==> config.mk <==
export PLATFORM = sky130hd
export DESIGN_NAME = sr_reg_bank
export DESIGN_NICKNAME = d
export VERILOG_FILES = /design/src/rtl/sr_reg_bank.sv
export SDC_FILE = /design/constraint.sdc
export NUM_CORES = 1
export LEC_CHECK = 0
export ABC_CLOCK_PERIOD_IN_PS = 3700
export CORE_ASPECT_RATIO = 0.8
export CORE_MARGIN = 8
export CORE_UTILIZATION = 35
export CTS_BUF_LIST = sky130_fd_sc_hd__clkbuf_2
export DETAILED_ROUTE_END_ITERATION = 10
export PLACE_DENSITY_LB_ADDON = 0.15
export REMOVE_ABC_BUFFERS = 1
export SYNTH_ARGS = -nofsm -noshare
export SYNTH_HDL_FRONTEND = slang
export SYNTH_SLANG_ARGS = --single-unit
==> constraint.sdc <==
create_clock -name clk -period 3.7 [get_ports clk]
set_input_delay 0.74 -clock clk [delete_from_list [all_inputs] [get_ports clk]]
set_output_delay 0.74 -clock clk [all_outputs]
set_load 0.005 [all_outputs]
==> src/rtl/sr_reg_bank.sv <==
// Bank of independent set/reset bits with selectable s=r=1 resolution,
// optional rising-edge request detection, parallel load and conflict status.
module sr_reg_bank #(
  parameter int unsigned WIDTH = 8,
  parameter int unsigned MODE  = 0,
  parameter int unsigned EDGE  = 0,
  parameter int unsigned CNT_W = 8
) (
  input  logic             clk,
  input  logic             rst,
  input  logic [WIDTH-1:0] s,
  input  logic [WIDTH-1:0] r,
  input  logic [WIDTH-1:0] en,
  input  logic             load,
  input  logic [WIDTH-1:0] d,
  input  logic             clr_conf,
  output logic [WIDTH-1:0] q,
  output logic [WIDTH-1:0] conf_sticky,
  output logic [CNT_W-1:0] conf_cnt
);

  localparam logic [CNT_W-1:0] CNT_MAX = {CNT_W{1'b1}};

  logic [WIDTH-1:0] q_q, q_d;
  logic [WIDTH-1:0] sticky_q, sticky_d;
  logic [WIDTH-1:0] s_prev_q, r_prev_q;
  logic [CNT_W-1:0] cnt_q, cnt_d;
  logic [WIDTH-1:0] se, re, conf;

  // Outcome of a simultaneous set and reset; unknown modes fall back to hold.
  function automatic logic resolve_both(input logic cur);
    if (MODE == 0)      return 1'b0;
    else if (MODE == 1) return 1'b1;
    else if (MODE == 2) return ~cur;
    else                return cur;
  endfunction

  // Effective requests: raw levels, or rising edges against last cycle's inputs.
  always_comb begin
    if (EDGE == 1) begin
      se = s & ~s_prev_q;
      re = r & ~r_prev_q;
    end else begin
      se = s;
      re = r;
    end
  end

  assign conf = en & se & re & {WIDTH{~load}};

  always_comb begin
    q_d = q_q;
    if (load) begin
      q_d = d;
    end else begin
      for (int i = 0; i < WIDTH; i++) begin
        if (en[i]) begin
          case ({se[i], re[i]})
            2'b01:   q_d[i] = 1'b0;
            2'b10:   q_d[i] = 1'b1;
            2'b11:   q_d[i] = resolve_both(q_q[i]);
            default: q_d[i] = q_q[i];
          endcase
        end
      end
    end
  end

  // A fresh conflict outranks a coincident clear.
  always_comb begin
    sticky_d = (clr_conf ? '0 : sticky_q) | conf;
    cnt_d    = cnt_q;
    if (clr_conf) begin
      cnt_d = (|conf) ? CNT_W'(1) : '0;
    end else if (|conf && (cnt_q != CNT_MAX)) begin
      cnt_d = cnt_q + CNT_W'(1);
    end
  end

  always_ff @(posedge clk or posedge rst) begin
    if (rst) begin
      q_q      <= '0;
      sticky_q <= '0;
      cnt_q    <= '0;
      s_prev_q <= '0;
      r_prev_q <= '0;
    end else begin
      q_q      <= q_d;
      sticky_q <= sticky_d;
      cnt_q    <= cnt_d;
      s_prev_q <= s;
      r_prev_q <= r;
    end
  end

  assign q           = q_q;
  assign conf_sticky = sticky_q;
  assign conf_cnt    = cnt_q;

endmodule

==> results.md <==
Synthesis:
- After synthesis the cells add up to 1220 µm².
- The post-synthesis cell count is 114.
- The count of yosys warnings during synthesis is 0.
- The synthesized area per cell is 10.7 µm².
- The register bit total from synthesis is 24.
- The fraction of the yosys area taken by sequential cells is 49.4%.
- The number of different library cells in the post-synthesis netlist is 25.

GRT:
- The number of global-route vias before repair was 1,187.
- Entering global routing, the biggest net connects 25 pins.
- Across every metal layer, demand over resource in global routing totals 12.4%.
- The initial antenna violation count is 0.
- The first global-routing pass estimated 5500 µm of wire.
- The aggregate global routing overflow is 0.

Timing:
- Setup repair after global routing left no endpoint under its margin.
- Setup total negative slack on the finished layout was measured at 0 ns.
- The tightest hold path in the finished design has a slack of 0.542 ns.
- The maximum clock frequency is 397 MHz.
- The post-route fraction of the period consumed by the critical path is 68.1%.
- The number of pins with negative max-slew slack in the final report is 0.
- The worst path meets setup with 1.18 ns of slack.
- The clock tree skew after final layout is 0.0249 ns.
- The final count of negative-setup-slack endpoints is 0.
- The final hold violation count came to 0.
- At the pin with the least slew margin, the transition time is 0.912 ns.
- Counting I/O delays and the setup requirement, the final critical path takes 2.52 ns.
- The relative slew slack is 39.1%.

Pwr:
- The logic gate share of total power is 23.6%.
- Across the VDD grid, the largest voltage drop is 0.000259 V.
- Summed over all nets, the switching power comes to 150 µW.
- The leakage power figure is 0.800 nW.
- The total power density per cell area is 326 nW/µm².
- The fraction of power consumed by the clock network is 28.1%.
- The internal portion of total power is 463 µW.
- Net switching is 24.5% of the power.
- Sequential cells burn 48.3% of the power.

Floorplan:
- The die is 68.7 µm tall.
- The floorplan has 19 rows.
- For this configuration, the core starts out at a cell density of 36.0%.
- The die area is 5630 µm².
- The area of the core is 3380 µm².
- The die is 81.9 µm wide.
- In this run the count of I/O pins placed on the die edge is 60.

Routing:
- Wires add up to 3340 µm.
- After detailed routing, the average wire length per cell comes to 15.5 µm.
- The number of violations reported at the end of detailed-routing iteration 0 is 53.
- The remaining design rule violation count is 0.
- The final antenna-violating net count is 0.
- The post-detailed-route via-to-cell ratio is 5.27.
- The routed layout has 1,139 vias.
- Before antenna repair, the detailed router went through 4 iterations.

Setup path:
- STA classifies the critical path endpoint as a flop.
- The critical path in this run is classified as in -> reg.
- In this run the register-to-register setup slack is 2.09 ns.
- The count of cells along the worst register-to-register path is 5.
- The launching element type of the critical path is an input port.
- The highest net fanout along the worst path is 21.
- For the worst setup path, the data arrival time is 2.74 ns.
- The endpoint identified for the worst register-to-register timing path is conf_cnt[3].
- For the worst setup path, the data required time is 3.92 ns.
- The startpoint of the worst-slack reg-to-reg timing path is conf_cnt[0].

Clocking:
- Gates resized during post-CTS repair numbered 0.
- The H-tree depth is 1.
- TritonCTS built the clock tree.
- The number of clock buffers added by TritonCTS is 3.
- The clock-pin slew on the worst setup and hold paths is 0.21 ns.
- The cell chosen for the clock root is sky130_fd_sc_hd__clkbuf_2.
- The maximum buffer depth of the clock tree is 2.
- The insertion delay of the later-clocked pin in the worst-skew pair is 0.35 ns.
- Counting every sink on the clock net gives 24.
- The number of buffers inserted for hold repair after clock tree synthesis is 0.
- In this run the post-CTS setup repair buffer count came out at 0.

Cells and area:
- The net total in the final layout is 212.
- Cells with a size suffix above 1 make up 6.32% of the layout.
- The area growth from synthesis to layout is 54.7%.
- The final antenna diode count is 0.

Worst hold path:
- The path category of the worst min-delay check is reg -> reg.
- The startpoint identified for the worst hold timing path is conf_sticky[2].
- The number of cells traversed by the worst hold path is 2.
- The endpoint with the worst hold slack is conf_sticky[2].

Placement:
- The count of port buffers added during placement is 59.
- The routability congestion estimate is 0.744.
- The HPWL after detailed placement is 2650 µm.
- Timing analysis after detailed placement gives a worst setup slack of 0.786 ns.

Run:
- The tool flagged a number of max-cap violations equal to 0.

Outcome:
- The flow ran to the end, and the final reports show no timing, DRC or antenna violations.
synthesized netlist by cell type:
master                      count  area [µm²]
sky130_fd_sc_hd__nor3_1         1        5.00
sky130_fd_sc_hd__nand3b_1       1        7.51
sky130_fd_sc_hd__and4_1         1        8.76
sky130_fd_sc_hd__nand2_1        1        3.75
sky130_fd_sc_hd__buf_6          2        22.5
sky130_fd_sc_hd__dfrtp_1       24         601
sky130_fd_sc_hd__a21o_1         8        60.1
sky130_fd_sc_hd__nand4b_4       3        71.3
sky130_fd_sc_hd__nor2_1         1        3.75
sky130_fd_sc_hd__and3_1         2        12.5
sky130_fd_sc_hd__ha_1           1        12.5
sky130_fd_sc_hd__a21oi_1       13        65.1
sky130_fd_sc_hd__clkbuf_1       2        7.51
sky130_fd_sc_hd__o21ai_0       14        70.1
sky130_fd_sc_hd__o21ai_2        1        8.76
sky130_fd_sc_hd__or3_1          5        31.3
sky130_fd_sc_hd__inv_1         11        41.3
sky130_fd_sc_hd__o2111ai_1      1        8.76
sky130_fd_sc_hd__mux2i_1        1        10.0
sky130_fd_sc_hd__nand3_1        3        15.0
sky130_fd_sc_hd__o211ai_1       1        7.51
sky130_fd_sc_hd__a211oi_1       9        67.6
sky130_fd_sc_hd__nand4_2        2        25.0
sky130_fd_sc_hd__nand4b_1       5        43.8
sky130_fd_sc_hd__nand4_1        1        6.26
final cells by class:
type                       count  area [µm²]
fill                         292        1490
tap                           42        52.6
inverter                      11        41.3
timing repair buffer          60         598
clock buffer                   3        15.0
sequential                    24         601
clock inverter                 1        30.0
multi-input combinational     75         544
per-stage QoR:
step,utilization (%),cell area (µm²),std cells,power (mW)
after global placement,54.4,1840,212,0.443
after CTS,55.7,1880,216,0.622
final,55.7,1880,216,0.613
after global routing,55.7,1880,216,0.647
after floorplan,-,1190,110,0.345
after detailed placement,54.4,1840,212,0.448
state kept, by name (all words and copies together) (netlist names):
name and count:
conf_cnt 8, conf_sticky 8, q 8
worst max-delay path by stage:
stage	start	to	slack (ns)	cells after the start
2_1_floorplan	load	conf_cnt[7]	1.97	5
3_3_place_gp	load	conf_cnt[1]	0.85	6
3_5_place_dp	load	conf_cnt[1]	0.79	6
4_1_cts	load	conf_cnt[1]	1.18	6
5_1_grt	load	conf_cnt[1]	1.04	6
6_report	load	conf_cnt[1]	1.18	6
routing by layer:
layer	wire [µm]	GRT usage (%)
met4	19	2.62
met5	0	0
met2	1630	21.4
met1	1370	14.1
met3	316	5.18
power by group through the flow:
| stage | Clock (mW) | Sequential [mW] | Combinational, mW |
|---|---|---|---|
| 4_1_cts | 0.178 | 0.296 | 0.148 |
| 3_3_place_gp | 0 | 0.300 | 0.143 |
| 3_5_place_dp | 0 | 0.301 | 0.147 |
| 6_report | 0.173 | 0.296 | 0.145 |
| 2_1_floorplan | 0 | 0.301 | 0.0442 |
| 5_1_grt | 0.187 | 0.300 | 0.159 |
critical path, stage by stage:
cell and delay [ns]:
sky130_fd_sc_hd__clkdlybuf4s50_1 0.92, sky130_fd_sc_hd__nand4b_1 0.24, sky130_fd_sc_hd__nand4_2 0.16, sky130_fd_sc_hd__o21ai_2 0.40, sky130_fd_sc_hd__mux2i_1 0.23, sky130_fd_sc_hd__nor2_1 0.05
kinds of logic after synthesis:
family / count (synthesis) / share of synthesized area, %
and+or+nand+nor: 26 / 19.2
muxes: 1 / 0.823
AOI/OAI and AO/OA: 47 / 23.7
adders and majority gates: 1 / 1.03
DFF: 24 / 49.4
buffers and inverters: 15 / 5.86
layout by cell type (no fill, tap or decap), types with 2 or more instances in the layout:
cell	instances
sky130_fd_sc_hd__clkdlybuf4s50_1	59
sky130_fd_sc_hd__dfrtp_1	24
sky130_fd_sc_hd__o21ai_0	14
sky130_fd_sc_hd__a21oi_1	13
sky130_fd_sc_hd__inv_1	11
sky130_fd_sc_hd__a211oi_1	9
sky130_fd_sc_hd__a21o_1	8
sky130_fd_sc_hd__nand4b_1	5
sky130_fd_sc_hd__or3_1	5
sky130_fd_sc_hd__nand4b_4	3
sky130_fd_sc_hd__nand3_1	3
sky130_fd_sc_hd__clkbuf_2	3
sky130_fd_sc_hd__nand4_2	2
sky130_fd_sc_hd__and3_1	2
Note: power is estimated with default switching activity, not from simulation.
==> variant: new RTL, config.mk and constraints unchanged <==
`CNT_W`: 8 -> 10.
--- a/src/rtl/sr_reg_bank.sv
+++ b/src/rtl/sr_reg_bank.sv
@@ -6,3 +6,3 @@
   parameter int unsigned EDGE  = 0,
-  parameter int unsigned CNT_W = 8
+  parameter int unsigned CNT_W = 10
 ) (
Ports: changed (resized conf_cnt); port bits go from 60 to 62. No check against the original RTL was run, so the function may have changed too.
==> variant against the unedited design <==
Global-route usage grew 0.22 points; sequential share of layout area grew 0.38 points; via count grew 6.5%; design area grew 7.0%; critical path depth is the same; register-to-register slack lost 220 ps; sequential cell count grew 2; clock power grew 4%; non-clock buffer count grew 2; synthesized area grew 9.8%; routed wire length grew 12%; setup slack gained 17 ps; total power grew 5.8%; largest cell class unchanged.
==> variant: results (changes against the unedited design) <==
| Metric | Value |
|---|---|
| Worst min-delay path category | register to register |
| GP Congestion | 0.721 (-3.1%) |
| Largest net degree at the start of global routing | 27 (+8.0%) |
| Worst VDD drop | 0.000205 V (-21%) |
| HP Start | conf_sticky[7] |
| R2r endpoint | conf_cnt[7] |
| Dpl ws | 792 ps (+6.29 ps) |
| WL/cell | 16.2 µm (+4.6%) |
| Worst-Margin Slew | 1000 ps (+91.5 ps) |
| Count of distinct cell types in the synthesized netlist | 32 (+28%) |
| First-pass GRT wire length | 6200 µm (+13%) |
| Status | finished clean |
| Top post-synthesis cells by area | dfrtp_1 49%, a21oi_1 5.6%, nand4b_4 5.3% |
| Reg2reg path depth | 5 (unchanged) |
| Port Buffers | 61 (+3.4%) |
| Global-route usage over all layers | 12.6% (+0.22 points) |
| Clock tree buffer depth | 2 (unchanged) |
| CP max stage cell | clkdlybuf4s50_1 |
| Top cells by count, synth | 26 x dfrtp_1, 15 x a21oi_1, 12 x o21ai_0 |
| Critical path data arrival time | 2800 ps (+60 ps) |
| Final Critical Period | 2500 ps (-16.9 ps) |
| LEAKAGE | 0.849 nW (+6.1%) |
| Seq/Total Area, Yosys | 48.7% (-0.65 points) |
| Share of cells above drive strength 1 | 5.88% (-0.44 points) |
| Number of global-route vias before repair | 1281 (+7.9%) |
| Final net count | 225 (+6.1%) |
| Max stage delay on crit path | 690 ps (-230 ps) |
| Critical path peak fanout | 17 (-19%) |
| Flop2flop setup slack | 1870 ps (-220 ps) |
| Worst hold endpoint | conf_sticky[7] |
| Vias | 1213 (+6.5%) |
| Critical path's top delay family | simple AND/OR/NAND/NOR gates |
| Number of flip-flops in the largest register | 10 |
==> variant: changes by cell type after synthesis, sizes merged, moves of 2 or more <==
cell,unedited run,this run
nor2,1,3
dfrtp,24,26
nand2,1,4
o21ai,15,12
a21oi,13,15
==> variant: metal layers <==
| layer | up-vias | part of all wire [%] | track usage, % |
|---|---|---|---|
| met4 | 0 | 0.40 | 2.36 |
| met5 | - | 0 | 0 |
| met1 | 579 | 43 | 14.6 |
| met3 | 2 | 6.9 | 5.03 |
| li1 | 594 | - | - |
| met2 | 38 | 49 | 21.5 |
==> variant: power by group <==
part,leakage [nW],internal (mW),switching (mW)
clock network,0.0266,0.0930,0.0870
registers,0.342,0.303,0.0176
logic,0.480,0.0899,0.0585
==> variant: kinds of logic after synthesis <==
group	Yosys count	share of synthesized area [%]
buffers and inverters	16	5.72
AO/OA/AOI/OAI	48	22.4
adder cells (fa/ha/maj)	1	0.937
multiplexers	2	1.59
AND/OR/NAND/NOR	34	20.6
flip-flops	26	48.7
==> variant: through the flow <==
stage | hold WS, ps | std cells | util [%] | cell area (µm²)
after global placement | 509 | 227 | 52.8 | 1970
after global routing | 601 | 231 | 54.0 | 2010
after detailed placement | 526 | 227 | 52.8 | 1970
after floorplan | 517 | 121 | - | 1300
final | 552 | 231 | 54.0 | 2010
after CTS | 558 | 231 | 54.0 | 2010
==> variant: area by class of cell <==
class | instances | area [µm²]
clock buffers | 3 | 15.0
clock inverters | 1 | 30.0
fillers | 332 | 1710
inverters | 10 | 37.5
multi-input cells | 85 | 608
flip-flops and latches | 26 | 651
well taps | 44 | 55.1
repair buffers | 62 | 618
==> variant: worst register-to-register path: stages (launching register included) <==
cell and delay (ps):
dfrtp_1 520, ha_1 260, nand2_1 140, o22ai_2 190, or4_1 510, a21oi_1 160
